File: config.mk
export PLATFORM = sky130hd
export DESIGN_NAME = speed_sequencer
export DESIGN_NICKNAME = d
export VERILOG_FILES = /design/src/rtl/speed_seq_pkg.sv /design/src/rtl/btn_debounce.sv /design/src/rtl/speed_sequencer.sv
export SDC_FILE = /design/constraint.sdc
export NUM_CORES = 1
export LEC_CHECK = 0
export ABC_AREA = 1
export BUFFER_PORTS_ARGS = -buffer_cell sky130_fd_sc_hd__buf_2
export CAP_MARGIN = 20
export CORE_MARGIN = 8
export CORE_UTILIZATION = 45
export DETAILED_ROUTE_END_ITERATION = 7
export PLACE_DENSITY = 0.63
export SETUP_SLACK_MARGIN = 0.4
export SLEW_MARGIN = 20
export SYNTH_ARGS = -nofsm -noshare
export SYNTH_HDL_FRONTEND = slang
export SYNTH_SLANG_ARGS = --single-unit
File: constraint.sdc
create_clock -name clk -period 4.8 [get_ports clk]
set_input_delay 0.24 -clock clk [delete_from_list [all_inputs] [get_ports clk]]
set_output_delay 0.24 -clock clk [all_outputs]
set_load 0.005 [all_outputs]
File: src/rtl/speed_seq_pkg.sv
`default_nettype none
// ============================================================================
//  Module      : speed_seq_pkg
//  Description : Shared state encoding, default widths and helpers for the
//                speed sequencer (button debounce + soft-ramp controller).
//  Revision    : 1.0  initial release
// ============================================================================
package speed_seq_pkg;

  // Default width of the target and speed codes
  localparam int SPEED_W_DEF = 3;

  // Sequencer state encoding
  typedef logic [1:0] state_t;
  localparam state_t ST_IDLE = 2'd0;
  localparam state_t ST_RAMP = 2'd1;
  localparam state_t ST_HOLD = 2'd2;
  localparam state_t ST_STOP = 2'd3;

  // Largest code representable in a w-bit speed field
  function automatic int speed_max(input int w);
    return (1 << w) - 1;
  endfunction

endpackage
`default_nettype wire

File: src/rtl/btn_debounce.sv
`default_nettype none
// ============================================================================
//  Module      : btn_debounce
//  Description : Two-flop synchronizer, stability-count debouncer and
//                rising-edge pulse for one raw push-button. The pulse is
//                asserted in the cycle where the debounced level is about to
//                go high, so the consumer updates on the same edge as the
//                debounced level itself.
//  Revision    : 1.0  initial release
// ============================================================================
module btn_debounce #(
  parameter int DEB_CYCLES = 16
) (
  input  logic clk,
  input  logic rst_n,
  input  logic btn_raw,
  output logic rise
);

  localparam int CNT_W = $clog2(DEB_CYCLES);

  logic             sync1_q, sync1_d;
  logic             sync2_q, sync2_d;
  logic             stable_q, stable_d;
  logic [CNT_W-1:0] cnt_q, cnt_d;
  logic             accept;

  // Synced level has disagreed with the stable level for DEB_CYCLES samples
  assign accept = (sync2_q != stable_q) && (cnt_q == CNT_W'(DEB_CYCLES - 1));
  assign rise   = accept && sync2_q;

  // Synchronizer chain and stability counter next-state
  always_comb begin
    sync1_d  = btn_raw;
    sync2_d  = sync1_q;
    stable_d = stable_q;
    cnt_d    = cnt_q;
    if (sync2_q == stable_q) begin
      cnt_d = '0;
    end else if (accept) begin
      stable_d = sync2_q;
      cnt_d    = '0;
    end else begin
      cnt_d = cnt_q + 1'b1;
    end
  end

  // Register synchronizer, debounced level and counter
  always_ff @(posedge clk or negedge rst_n) begin
    if (!rst_n) begin
      sync1_q  <= 1'b0;
      sync2_q  <= 1'b0;
      stable_q <= 1'b0;
      cnt_q    <= '0;
    end else begin
      sync1_q  <= sync1_d;
      sync2_q  <= sync2_d;
      stable_q <= stable_d;
      cnt_q    <= cnt_d;
    end
  end

endmodule
`default_nettype wire

File: src/rtl/speed_sequencer.sv
`default_nettype none
// ============================================================================
//  Module      : speed_sequencer
//  Description : Debounces up/down buttons into a saturating target code and
//                soft-ramps the delivered speed code toward it, one LSB per
//                RAMP_DIV cycles. Drives the PWM stage speed and enable.
//                Build option SPEED_SEQ_INSTANT_EN: no ramp prescaler, speed
//                jumps straight to its goal and ramping stays low.
//  Revision    : 1.0  initial release
// ============================================================================
module speed_sequencer
  import speed_seq_pkg::*;
#(
  parameter int DEB_CYCLES = 16,
  parameter int RAMP_DIV   = 256,
  parameter int SPEED_W    = SPEED_W_DEF
) (
  input  logic               clk,
  input  logic               rst_n,
  input  logic               run,
  input  logic               btn_up,
  input  logic               btn_dn,
  output logic [SPEED_W-1:0] speed,
  output logic               pwm_en,
  output logic               ramping,
  output logic [SPEED_W-1:0] target
);

  localparam logic [SPEED_W-1:0] SPEED_MAX = SPEED_W'(speed_max(SPEED_W));

  state_t             state_q, state_d;
  logic [SPEED_W-1:0] speed_q, speed_d;
  logic [SPEED_W-1:0] target_q, target_d;
  logic               pwm_en_q, pwm_en_d;
  logic               ramping_q, ramping_d;
  logic [SPEED_W-1:0] goal;
  logic [SPEED_W-1:0] next_speed;
  logic               up_rise, dn_rise;
  logic               in_motion;

  btn_debounce #(.DEB_CYCLES(DEB_CYCLES)) u_deb_up (
    .clk     (clk),
    .rst_n   (rst_n),
    .btn_raw (btn_up),
    .rise    (up_rise)
  );

  btn_debounce #(.DEB_CYCLES(DEB_CYCLES)) u_deb_dn (
    .clk     (clk),
    .rst_n   (rst_n),
    .btn_raw (btn_dn),
    .rise    (dn_rise)
  );

  // STOP always heads for zero; otherwise follow the live target
  assign goal      = (state_q == ST_STOP) ? '0 : target_q;
  assign in_motion = (state_q == ST_RAMP) || (state_q == ST_STOP);

  // Saturating target update; simultaneous presses cancel
  always_comb begin
    target_d = target_q;
    if (up_rise && !dn_rise && (target_q != SPEED_MAX)) begin
      target_d = target_q + 1'b1;
    end else if (dn_rise && !up_rise && (target_q != '0)) begin
      target_d = target_q - 1'b1;
    end
  end

`ifdef SPEED_SEQ_INSTANT_EN
  // Instant mode: speed jumps straight to the goal
  always_comb begin
    next_speed = goal;
    ramping_d  = 1'b0;
  end
`else
  localparam int PRE_W = $clog2(RAMP_DIV);

  logic [PRE_W-1:0] presc_q, presc_d;
  logic             tick;

  assign tick = (presc_q == PRE_W'(RAMP_DIV - 1));

  // One LSB toward the goal per prescaler tick; ramping flag from current state
  always_comb begin
    next_speed = speed_q;
    if (tick) begin
      next_speed = (speed_q < goal) ? speed_q + 1'b1 : speed_q - 1'b1;
    end
    ramping_d = in_motion && (speed_q != goal);
  end

  // Prescaler runs only while moving and restarts on every state change
  always_comb begin
    presc_d = presc_q + 1'b1;
    if (!in_motion || (state_d != state_q) || tick) begin
      presc_d = '0;
    end
  end

  // Register the ramp prescaler
  always_ff @(posedge clk or negedge rst_n) begin
    if (!rst_n) begin
      presc_q <= '0;
    end else begin
      presc_q <= presc_d;
    end
  end
`endif

  // Sequencer next-state: run low wins over any target change
  always_comb begin
    state_d  = state_q;
    speed_d  = speed_q;
    pwm_en_d = pwm_en_q;
    case (state_q)
      ST_IDLE: begin
        speed_d  = '0;
        pwm_en_d = 1'b0;
        if (run) begin
          state_d  = ST_RAMP;
          pwm_en_d = 1'b1;
        end
      end
      ST_RAMP: begin
        if (!run) begin
          state_d = ST_STOP;
        end else if (speed_q == goal) begin
          state_d = ST_HOLD;
        end else begin
          speed_d = next_speed;
        end
      end
      ST_HOLD: begin
        if (!run) begin
          state_d = ST_STOP;
        end else if (target_q != speed_q) begin
          state_d = ST_RAMP;
        end
      end
      ST_STOP: begin
        if (run) begin
          state_d = ST_RAMP;
        end else if (speed_q == '0) begin
          state_d  = ST_IDLE;
          pwm_en_d = 1'b0;
        end else begin
          speed_d = next_speed;
        end
      end
      default: begin
        state_d = ST_IDLE;
      end
    endcase
  end

  // Register sequencer state and outputs
  always_ff @(posedge clk or negedge rst_n) begin
    if (!rst_n) begin
      state_q   <= ST_IDLE;
      speed_q   <= '0;
      target_q  <= '0;
      pwm_en_q  <= 1'b0;
      ramping_q <= 1'b0;
    end else begin
      state_q   <= state_d;
      speed_q   <= speed_d;
      target_q  <= target_d;
      pwm_en_q  <= pwm_en_d;
      ramping_q <= ramping_d;
    end
  end

  assign speed   = speed_q;
  assign pwm_en  = pwm_en_q;
  assign ramping = ramping_q;
  assign target  = target_q;

endmodule
`default_nettype wire

* After elaboration in Yosys (flattened, before gate mapping)
Cells that the tools add are included.
Word-level totals: register bits after elaboration 32, bits in latches 0, memory bits (writable) 0, ROM bits 0, bits of input ports 5, output and inout port bits 8, logic and storage cells 96, memories kept 0
Cells by class: $add $sub $neg 7, $mul 0, div/mod/pow operators 0, order comparisons 1, equal/unequal tests 20, shifts and indexed selects 0, mux-type cells 27, bitwise logic cells 2, reduce and logical (&&, ||, !) cells 25
Operators with widths (count):
- $mux 3 | 9
- $mux 4 | 4
- $mux 2 | 7
- $logic_and 1x1->1 | 9
- $pmux 3 s3 | 1
- $add 4x1->4 const B | 2
- $add 8x1->8 const B | 1
- $eq 4x4->1 const B | 2
- $eq 8x8->1 const B | 1
- $mux 8 | 1
- $ne 2x2->1 const B | 4
- $pmux 2 s4 | 1
- $add 3x1->3 const B | 2
- $ne 3x3->1 | 2
- $reduce_bool 3->1 | 2
- $sub 3x1->3 const B | 2
- $reduce_and 5->1 | 1
- $eq 2x2->1 const B | 2
- $reduce_and 2->1 | 2
- $reduce_bool 2->1 | 2
- $eq 3x3->1 | 1
- $logic_not 1->1 | 3
- $logic_not 3->1 | 1
- $logic_or 1x1->1 | 3
- other kinds (12) | 17

* Logic depth before layout (Yosys ltp)
depth in word-level cells 10, depth in mapped cells 13, mapped depth without buffers 12

* Modules after synthesis
Synthesis repeated with hierarchy kept, for this count alone.
Second synthesis, totals: cells, all modules 202, area total of the unflattened synthesis 1737.9 sq um
Modules (own cells, without submodules):
- speed_sequencer | times used 1, cells an instance 138, area each 1134.8 sq um, sequential area each 450.4 sq um
- btn_debounce | times used 2, cells an instance 32, area each 301.5 sq um, sequential area each 175.2 sq um

* Least setup slack after synthesis
No wires, ideal clock.
path type reg-to-reg, start point register state_q[0], end point register speed_q[2] (netlist: speed[2]), setup time 0.118 ns, data arrival time 2.014 ns, required time 4.682 ns, path slack 2.669 ns, stages on the path, launching flop included 12, path buffers 1, clock period less this slack 2.131 ns, cell sequence dfrtp_1 buf_4 nand2_4 nand2_1 ha_1 a21oi_1 o21ai_0 fa_1 xor2_1 xor2_1 nand3_1 nand2_1
Between the ends: cells in the longest elaborated chain, start to end 8, elaborated cells on any way between the ends 19, those cells by class order compare (1); eq/ne (7); mux (8); reduce/logical (3)
Ends and longest elaborated chain:
- start, declared | line speed_sequencer.sv:31 | state_t state_q, state_d;
- start signal, assigned | line speed_sequencer.sv:165 | state_q <= state_d;
- $eq 2x2->1 | line speed_sequencer.sv:56, speed_sequencer.sv:115
- $mux 3 | line speed_sequencer.sv:56 | assign goal = (state_q == ST_STOP) ? '0 : target_q;
- $lt 3x3->1 | line speed_sequencer.sv:87 | next_speed = (speed_q < goal) ? speed_q + 1'b1 : speed_q - 1'b1;
- $mux 3 | line speed_sequencer.sv:87
- $mux 3 | line speed_sequencer.sv:86 | if (tick) begin
- $mux 3, on equally long branches | line speed_sequencer.sv:143, speed_sequencer.sv:127
- $mux 3, on equally long branches | line speed_sequencer.sv:141, speed_sequencer.sv:125
- $pmux 3 s3 | line speed_sequencer.sv:115 | case (state_q)
- end signal, assigned | line speed_sequencer.sv:166 | speed_q <= speed_d;
- end, declared | line speed_sequencer.sv:32 | logic [SPEED_W-1:0] speed_q, speed_d;
Parallel ways exist; a longest one is shown, timed or not. The select of a mux whose other input is x is not followed. A chain may end at the register's enable or synchronous reset.

* Worst setup path in the final report
Same ends and word-level chain as after synthesis.

==> metrics.txt <==
ranking of synthesized cells by area dfrtp_1 (48%), nand2_1 (7.7%), xor2_1 (5.8%), nor2_1 (5.6%), ha_1 (4.5%); Max clock buf depth 2; drt first pass iters 4; Lkg Pwr around 0.9 nW; min cycle time layout 2294 ps; Detail Route Antenna Nets 0; Final Hold Slack -4.867 ps; Post-Syn Area about 1700 um2; f_max 435.8 MHz; Setup violations, final 0; endpoint arrival time on the critical path 2470 ps; Skew-Pair Late Insertion Delay approximately 280 ps; Multi-input gate area 773.2 um2; crit share post-route 0.4780; #FFs+latches synth 32; Setup Skew 8.006 ps; Residual DRC 0; maximum vdd drop roughly 0.15 mV; Synth Instances 186; Die Y 76.81 um; CTS tree done; status finished, violations left; Initial Utilization 0.4615; antenna diode count 0; largest net degree at the start of global routing 33; Seq/Total Area, Yosys 0.4812; CP Class reg -> reg; syn_nets 199; post-place setup slack 2523 ps; WL final 2.767 mm; Die Wd between 70 and 80 um; first-pass GRT wire length 5.016 mm; CP max FO 9; Layout area overhead 12.18%; CTS Sinks 32; drt wl/cell 10.94 um; worst hold path class in -> async; vias in the first global route 1,181; post-synth cell types 25; CTS Hold Bufs 0; post-CTS setup buffers 0; PortBufs 12; Avg Vias per Cell 4.866; drt first-iter violations 45; setup_tns 0 ps; dpl hpwl around 2.1 mm; CTS buffer count 5; initial antenna violation count 0; CTS clk-pin slew, worst paths ~70 ps; Cell Chain, Critical Path nand2_4 -> nand2_1 -> ha_1 -> a21oi_1 -> o21ai_0 -> fa_1 -> xor2_1 -> xor2_1 -> nand3_1 -> nand2_1; Reg area 800.8 um2; layout cells sized above 1 0.1707; Startpoint Class flip-flop; crit-path max cell delay ~500 ps; CP max-delay cell dfrtp_1; Nets between 200 and 250; commonest non-fill, non-tap cell in the layout nand2_1; synth warn 0; crit end category flip-flop; fillers 340; Final Max Tran Viols 0; failing checks hold timing; final setup margin 2506 ps; clk root buf clkbuf_8; Congestion Overflow GR 0; num rows 22; Slew HR 0.5423; worst-margin pin slew 686.5 ps; top cell type by total area after synthesis dfrtp_1; PostCTS Resize Cnt 0; Pwr per Cell Area 469.2 nW/um2; IO Pins 13; Worst Reg-to-Reg Cells 10; via count 1,231; max capacitance violation total 0; post-synth top area share 0.4812; core box area between 3000 and 4000 um2; Final Wtd Congestion 0.8459; syn_area_per_cell 8.947 um2; commonest cells after routing, fill and taps aside nand2_1 (34), dfrtp_1 (32), nor2_1 (25); H-tree levels 2; RSZ-0062 raised after global routing false; Worst EP required 4980 ps; final hold viol count 5; GRT Total Usage 0.1017; total die area 5900 um2
-- path summary, 6_finish.rpt --
| kind | from | end | slack [ps] |
|---|---|---|---|
| setup / recovery | state_q[0] | speed[2] | 2510 |
| hold / removal | rst_n | target[0] | -5 |
| setup reg to reg | state_q[0] | speed[2] | 2510 |
| hold reg to reg | u_deb_up.sync1_q | u_deb_up.sync2_q | 350 |
| max in group asynchronous | rst_n | ramping | 4350 |
| min in group clk | btn_dn | u_deb_dn.sync1_q | 70 |
-- where the power goes --
group / internal (mW) / total [mW] / switching, mW
combinational: 0.118 / 0.302 / 0.184
sequential: 0.313 / 0.364 / 0.0516
clock: 0.117 / 0.209 / 0.0924
-- worst max-delay path: cells and delay by family (launching register included) --
kind,cells,cell delay (ps)
AO/OA/AOI/OAI,2,300
XOR/XNOR,2,320
adder cells (fa/ha/maj),2,720
flip-flops,1,490
AND/OR/NAND/NOR,4,360
-- cells in the mapped netlist --
cell / instances
xnor2_1: 3
nand4_2: 1
nor3b_1: 1
buf_4: 1
nand2_1: 34
a21oi_1: 6
dfrtp_1: 32
nand3_2: 3
ha_1: 6
xor2_1: 11
nand4_1: 1
nand2_4: 1
nor3_1: 1
inv_2: 2
nor2_2: 1
nand3_1: 13
nor2_4: 3
and2_1: 1
nand2_2: 5
nor2_1: 25
nand3b_1: 1
o21ai_0: 11
inv_1: 20
fa_1: 2
or2_2: 1
-- state kept, by name, indices dropped and copies added, names as in the netlist --
register / count
presc_q: 8
pwm_en: 1
ramping: 1
speed: 3
state_q: 2
target: 3
u_deb_dn.cnt_q: 4
u_deb_dn.stable_q: 1
u_deb_dn.sync1_q: 1
u_deb_dn.sync2_q: 1
u_deb_up.cnt_q: 4
u_deb_up.stable_q: 1
u_deb_up.sync1_q: 1
u_deb_up.sync2_q: 1
-- through the flow --
step | utilization | power, mW | std cells | area (um2)
after floorplan | - | 0.5983 | 186 | 1664
after global placement | 0.4927 | 0.6626 | 245 | 1777
after detailed placement | 0.4927 | 0.6748 | 245 | 1777
after CTS | 0.5177 | 0.8878 | 253 | 1867
after global routing | 0.5177 | 0.9492 | 253 | 1867
final | 0.5177 | 0.8760 | 253 | 1867
-- layout make-up --
cell class / instances / area share
timing repair buffer: 12 / 0.03217
sequential: 32 / 0.4290
multi-input combinational: 131 / 0.4142
tap: 48 / 0.03217
clock buffer: 8 / 0.04826
inverter: 22 / 0.04424
-- per-layer routing --
layer	track usage	wire length, um	vias up
met2	0.1623	1313	22
met4	0.06346	78	0
met3	0.03497	139	9
met5	0	0	-
met1	0.1135	1236	573
li1	-	-	627
-- cell families (layout without fill, tap and decap cells) --
kind of cell               after synthesis  in the layout  share of synthesized area
xor gates and xnor gates                14             14                    0.07369
DFF                                     32             32                     0.4812
AOI/OAI and AO/OA                       17             17                    0.05113
buffers and inverters                   23             42                    0.05414
adders and majority gates                8              8                    0.06917
and+or+nand+nor                         92             92                     0.2707
Note: power is estimated with default switching activity, not from simulation.
